`src/rtl/regfile_wb_seq_pkg.sv`:
```
// regfile_wb_seq_pkg: shared types and constants for the writeback sequencer.
package regfile_wb_seq_pkg;
    typedef enum logic [2:0] {
        WB_WORD = 3'd0,
        WB_LB   = 3'd1,
        WB_LH   = 3'd2,
        WB_LBU  = 3'd3,
        WB_LHU  = 3'd4
    } wb_type_t;
    typedef enum logic [1:0] {
        IDLE  = 2'd0,
        WR_LO = 2'd1,
        WR_HI = 2'd2
    } wb_state_t;
    localparam int HALF_W = 16;
endpackage

```
`src/rtl/regfile_wb_seq_load_fmt.sv`:
```
// wb_load_fmt: selects and extends the load byte/half; unknown codes pass the word through.
module wb_load_fmt
    import regfile_wb_seq_pkg::*;
(
    input  logic [31:0] result_i,
    input  logic [2:0]  wb_type_i,
    input  logic [1:0]  byte_off_i,
    output logic [31:0] fmt_o
);
    logic [7:0]  b;
    logic [15:0] h;
    logic        is_b, is_h, sgn;
    assign b    = result_i[{byte_off_i, 3'b000} +: 8];
    // byte_off_i[0] is ignored for halves: misaligned halves trap upstream
    assign h    = result_i[{byte_off_i[1], 4'b0000} +: 16];
    assign is_b = (wb_type_i == WB_LB) | (wb_type_i == WB_LBU);
    assign is_h = (wb_type_i == WB_LH) | (wb_type_i == WB_LHU);
    assign sgn  = (wb_type_i == WB_LB) | (wb_type_i == WB_LH);
    assign fmt_o = is_b ? {{24{sgn & b[7]}}, b}
                 : is_h ? {{16{sgn & h[15]}}, h}
                 : result_i;
endmodule

```
`src/rtl/regfile_wb_seq.sv`:
```
// regfile_wb_seq: splits each 32-bit writeback into low-then-high half-writes
// and exports the in-flight destination for decode hazard stalls.
module regfile_wb_seq
    import regfile_wb_seq_pkg::*;
#(
    parameter bit SKIP_X0 = 1'b1
) (
    input  logic        clk,
    input  logic        rst,
    input  logic        valid_i,
    output logic        ready_o,
    input  logic [4:0]  rd_i,
    input  logic [31:0] result_i,
    input  logic [2:0]  wb_type_i,
    input  logic [1:0]  byte_off_i,
    output logic        write_o,
    output logic [4:0]  rd_o,
    output logic        rd_h_sel_o,
    output logic [15:0] write_data_o,
    output logic        pend_valid_o,
    output logic [4:0]  pend_rd_o
);
    wb_state_t   state_q, state_d;
    logic [4:0]  hold_rd_q, hold_rd_d;
    logic [31:0] hold_data_q, hold_data_d, fmt;
    logic        accept, skip;

    wb_load_fmt u_fmt (
        .result_i   (result_i),
        .wb_type_i  (wb_type_i),
        .byte_off_i (byte_off_i),
        .fmt_o      (fmt)
    );

    assign ready_o = ~rst & (state_q != WR_LO);
    assign accept  = valid_i & ready_o;
    assign skip    = SKIP_X0 && (rd_i == 5'd0);

    always_comb begin
        state_d     = (state_q == WR_LO) ? WR_HI : IDLE;
        hold_rd_d   = hold_rd_q;
        hold_data_d = hold_data_q;
        if (accept) begin
            state_d = skip ? IDLE : WR_LO;
            if (!skip) begin
                hold_rd_d   = rd_i;
                hold_data_d = fmt;
            end
        end
    end

    always_ff @(posedge clk or posedge rst) begin
        if (rst) begin
            state_q     <= IDLE;
            hold_rd_q   <= '0;
            hold_data_q <= '0;
        end else begin
            state_q     <= state_d;
            hold_rd_q   <= hold_rd_d;
            hold_data_q <= hold_data_d;
        end
    end

    // Write strobe stays low for x0 so the SKIP_X0=0 slots are harmless
    assign pend_valid_o = state_q != IDLE;
    assign pend_rd_o    = pend_valid_o ? hold_rd_q : '0;
    assign rd_o         = pend_rd_o;
    assign write_o      = pend_valid_o & (hold_rd_q != 5'd0);
    assign rd_h_sel_o   = state_q == WR_HI;
    assign write_data_o = rd_h_sel_o   ? hold_data_q[2*HALF_W-1:HALF_W]
                        : pend_valid_o ? hold_data_q[HALF_W-1:0]
                        : '0;
endmodule

```
`config.mk`:
```
export PLATFORM = sky130hd
export DESIGN_NAME = regfile_wb_seq
export DESIGN_NICKNAME = d
export VERILOG_FILES = /design/src/rtl/regfile_wb_seq_pkg.sv /design/src/rtl/regfile_wb_seq_load_fmt.sv /design/src/rtl/regfile_wb_seq.sv
export SDC_FILE = /design/constraint.sdc
export NUM_CORES = 1
export LEC_CHECK = 0
export CAP_MARGIN = 20
export CORE_ASPECT_RATIO = 1.25
export CORE_UTILIZATION = 43
export CTS_BUF_LIST = sky130_fd_sc_hd__clkbuf_4
export DETAILED_ROUTE_END_ITERATION = 12
export GPL_ROUTABILITY_DRIVEN = 0
export PLACE_DENSITY = 0.74
export REMOVE_ABC_BUFFERS = 1
export SLEW_MARGIN = 10
export SYNTH_ARGS = -nofsm -noshare
export SYNTH_HDL_FRONTEND = slang
export SYNTH_SLANG_ARGS = --single-unit
```
`constraint.sdc`:
```
create_clock -name clk -period 1.8 [get_ports clk]
set_input_delay 0.18 -clock clk [delete_from_list [all_inputs] [get_ports clk]]
set_output_delay 0.18 -clock clk [all_outputs]
set_load 0.02 [all_outputs]
```
==> key figures, run 1 <==
Timing
  – Setup Skew: 0.0105 ns
  – Max Slew Vio Count: 0
  – Slew HR: 66.3%
  – Final-report setup violation count: 0
  – Period minus WS final: 1.74 ns
  – Final hold violation count: 0
  – Worst-Margin Slew: 0.506 ns
  – Unrepaired setup endpoints after global routing: no
  – Crit share post-route: 96.7%
  – FMAX: 0.575 GHz

Global route
  – Largest net degree at the start of global routing: 40
  – Antenna violations before repair: 0
  – Total grt overflow: 0
  – Vias in the first global route: 2368
  – All-layer global routing usage: 24.1%
  – First-pass GRT wire length: 11.6 mm

Job
  – Total of max-cap violations: 0

Place
  – Post-DP HPWL: 5.01 mm
  – Port bufs: 74

Route
  – Metal3 WL: 486 um
  – Vias/cell: 5.76
  – Routed wire per std cell: 17.1 um
  – Total length of routed wires: 6.93 mm
  – DR iter-0 viols: 145
  – Vias: 2334
  – Drt pass-1 iters: 4
  – Antenna viol nets, final: 0
  – M1 WL: 2.82 mm
  – Highest routing layer actually used: met4
  – Routed wl met2: 3.50 mm
  – Drt drc: 0

Status
  – Run status: finished clean

Setup path
  – Crit-path cells: nor2b_1 -> buf_6 -> a22o_1 -> clkdlybuf4s15_1
  – Worst setup SP type: register
  – Worst path bufs/invs: 2
  – R2R Setup Slk: 0.15 ns
  – Crit path max-delay family: flip-flops
  – Slowest stage delay, CP: 0.46 ns
  – Setup Crit Path Kind: reg -> out
  – Crit path max fanout: 9
  – Nature of the critical path endpoint: output port
  – Req. time, crit path: 1.62 ns
  – CP max-delay cell: dfrtp_2
  – Crit path DAT: 1.56 ns

Synth
  – Unique cell type count in the Yosys netlist: 35
  – Flops & latches, synth: 39
  – Sequential element share of the synthesized area: 38.9%
  – Mapped Area: 2510 um2
  – Mean area per synthesized cell: 9.89 um2
  – Mapped Cells: 254
  – Ys Warns: 0

Clock tree
  – Post-CTS setup buffer count: 0
  – Htree depth: 2
  – Inserted Clock Buffers: 5
  – Worst-skew pair later-pin latency: 0.35 ns
  – Worst-path clk slew: 0.12 ns
  – Root Driver: clkbuf_4
  – Total clock sinks: 39
  – TritonCTS clock tree: built
  – Deepest clock path buffer count: 2

Pwr
  – Total Power: 2.68 mW
  – Sw Pwr: 840 uW
  – Power share of the combinational group: 35.3%
  – PwrDens: 769 nW/um2
  – Peak supply drop: 0.536 mV
  – Clock share of power: 21.5%
  – Internal Power: 1.84 mW
  – Reg power frac: 43.1%
  – Pleak: 1.45 nW
  – Sw Share: 31.3%

Finish
  – Most frequent cells in the layout: clkdlybuf4s50_1, dfrtp_1, nand2_1, buf_4, o21ai_0
  – Commonest non-fill, non-tap cell in the layout: clkdlybuf4s50_1
  – Area delta synth->final: 39.0%
  – Antenna cell count: 0
  – Post-Route Utilization: 63.2%
  – Layout Nets: 385
  – Fraction of layout cells with a size suffix above 1: 27.9%

Floorplan
  – Starting Density: 45.5%
  – Core Box Area: 5520 um2
  – Die area: 6150 um2
  – Die width: 70.4 um
  – I/O Pins: 75
  – Die height: 87.4 um
  – Row count: 30

Worst hold path
  – HP Class: in -> async
==> synthesized netlist by cell type <==
master | count | area [um2]
a2bb2oi_2 | 10 | 150
a22o_1 | 8 | 70.1
buf_2 | 7 | 35.0
nor2b_1 | 7 | 43.8
nor2b_4 | 1 | 13.8
nand3_2 | 1 | 10.0
nand3_1 | 17 | 85.1
buf_6 | 3 | 33.8
dfrtp_1 | 39 | 976
nand3b_1 | 1 | 7.51
mux2_2 | 13 | 146
a32o_1 | 2 | 20.0
a21oi_1 | 9 | 45.0
o32a_1 | 1 | 10.0
o22a_1 | 7 | 61.3
mux4_2 | 8 | 180
o2bb2ai_1 | 1 | 8.76
buf_4 | 8 | 60.1
nor3_1 | 2 | 10.0
buf_8 | 1 | 15.0
inv_1 | 3 | 11.3
nand2_1 | 33 | 124
o21ai_0 | 22 | 110
o21ai_1 | 1 | 5.00
a31oi_1 | 8 | 50.1
xnor2_1 | 1 | 8.76
nand2b_1 | 4 | 25.0
a21o_1 | 1 | 7.51
xor2_1 | 2 | 17.5
and2_1 | 1 | 6.26
and4_1 | 1 | 8.76
nor2_1 | 15 | 56.3
nor3b_2 | 1 | 12.5
clkbuf_1 | 9 | 33.8
a2bb2oi_1 | 6 | 52.6
==> logic make-up (layout without fill, tap and decap cells) <==
kind of cell,count (synthesis),in the layout,synth area share (%)
and+or+nand+nor,84,84,16.0
xor gates and xnor gates,3,3,1.05
DFF,39,39,38.9
muxes,21,21,13.0
AOI/OAI and AO/OA,76,76,23.5
buffers and inverters,31,118,7.52
==> per-stage QoR <==
step           worst slack [ns]  cells  cell area [um2]  hold slack [ns]  TNS (ns)
3_3_place_gp             -0.127    397             3460            0.483     -3.20
3_5_place_dp             -0.204    397             3460            0.492     -4.91
6_report                 0.0602    405             3490            0.327         0
4_1_cts                -0.00805    405             3540            0.338   -0.0195
5_1_grt                 0.00198    405             3490            0.394         0
2_1_floorplan            -0.732    226             2330            0.304    -20.56
==> registers in the layout (all words and copies together) (netlist names) <==
name,flops
hold_data_q,32
hold_rd_q,5
state_q,2
==> worst min-delay path, delay by kind of cell <==
family / cells / cell delay [ns]
buffers and inverters: 3 / 0.94
==> what timing repair did <==
| action | 4_1_cts | 5_1_grt |
|---|---|---|
| endpoints found under the hold margin | 0 | 0 |
| resized for setup | 63 | 21 |
| setup endpoints to repair | 30 | 21 |
| hold buffers | 0 | 0 |
==> worst paths after layout <==
check	startpoint	to	depth (start not counted)
setup / recovery	state_q[0]	write_data_o[3]	4
hold / removal	rst	hold_data_q[27]	3
setup reg to reg	state_q[0]	hold_data_q[4]	5
hold reg to reg	hold_data_q[15]	hold_data_q[15]	1
max in group asynchronous	rst	state_q[0]	3
min in group clk	rd_i[3]	hold_rd_q[3]	2
==> layout make-up <==
class / count / area, um2
Tap cell: 64 / 80.1
Clock inverter: 3 / 38.8
Timing Repair Buffer: 107 / 996
Fill cell: 481 / 2030
Sequential cell: 39 / 977
Clock buffer: 5 / 37.5
Inverter: 3 / 11.3
Multi-Input combinational cell: 184 / 1350
==> layer usage <==
metal | GRT usage [%] | vias up
met5 | 0 | -
met4 | 8.36 | 0
met3 | 4.05 | 13
met2 | 41.8 | 102
met1 | 30.2 | 1119
li1 | - | 1100
==> power groups by stage <==
stage / registers (mW) / clock network [mW] / logic, mW
global placement: 1.17 / 0 / 0.982
finish: 1.16 / 0.578 / 0.948
global route: 1.18 / 0.633 / 1.02
CTS: 1.16 / 0.600 / 0.964
detailed placement: 1.17 / 0 / 1.00
floorplan: 1.15 / 0 / 0.539
Power figures use the tool's default switching activity.
==> inputs of run 2 (changes only) <==
Settings changed: GPL_ROUTABILITY_DRIVEN 0 to unset.
==> results of run 2 <==
Same layout as run 1: the final DEF is identical, and so are final timing and power.
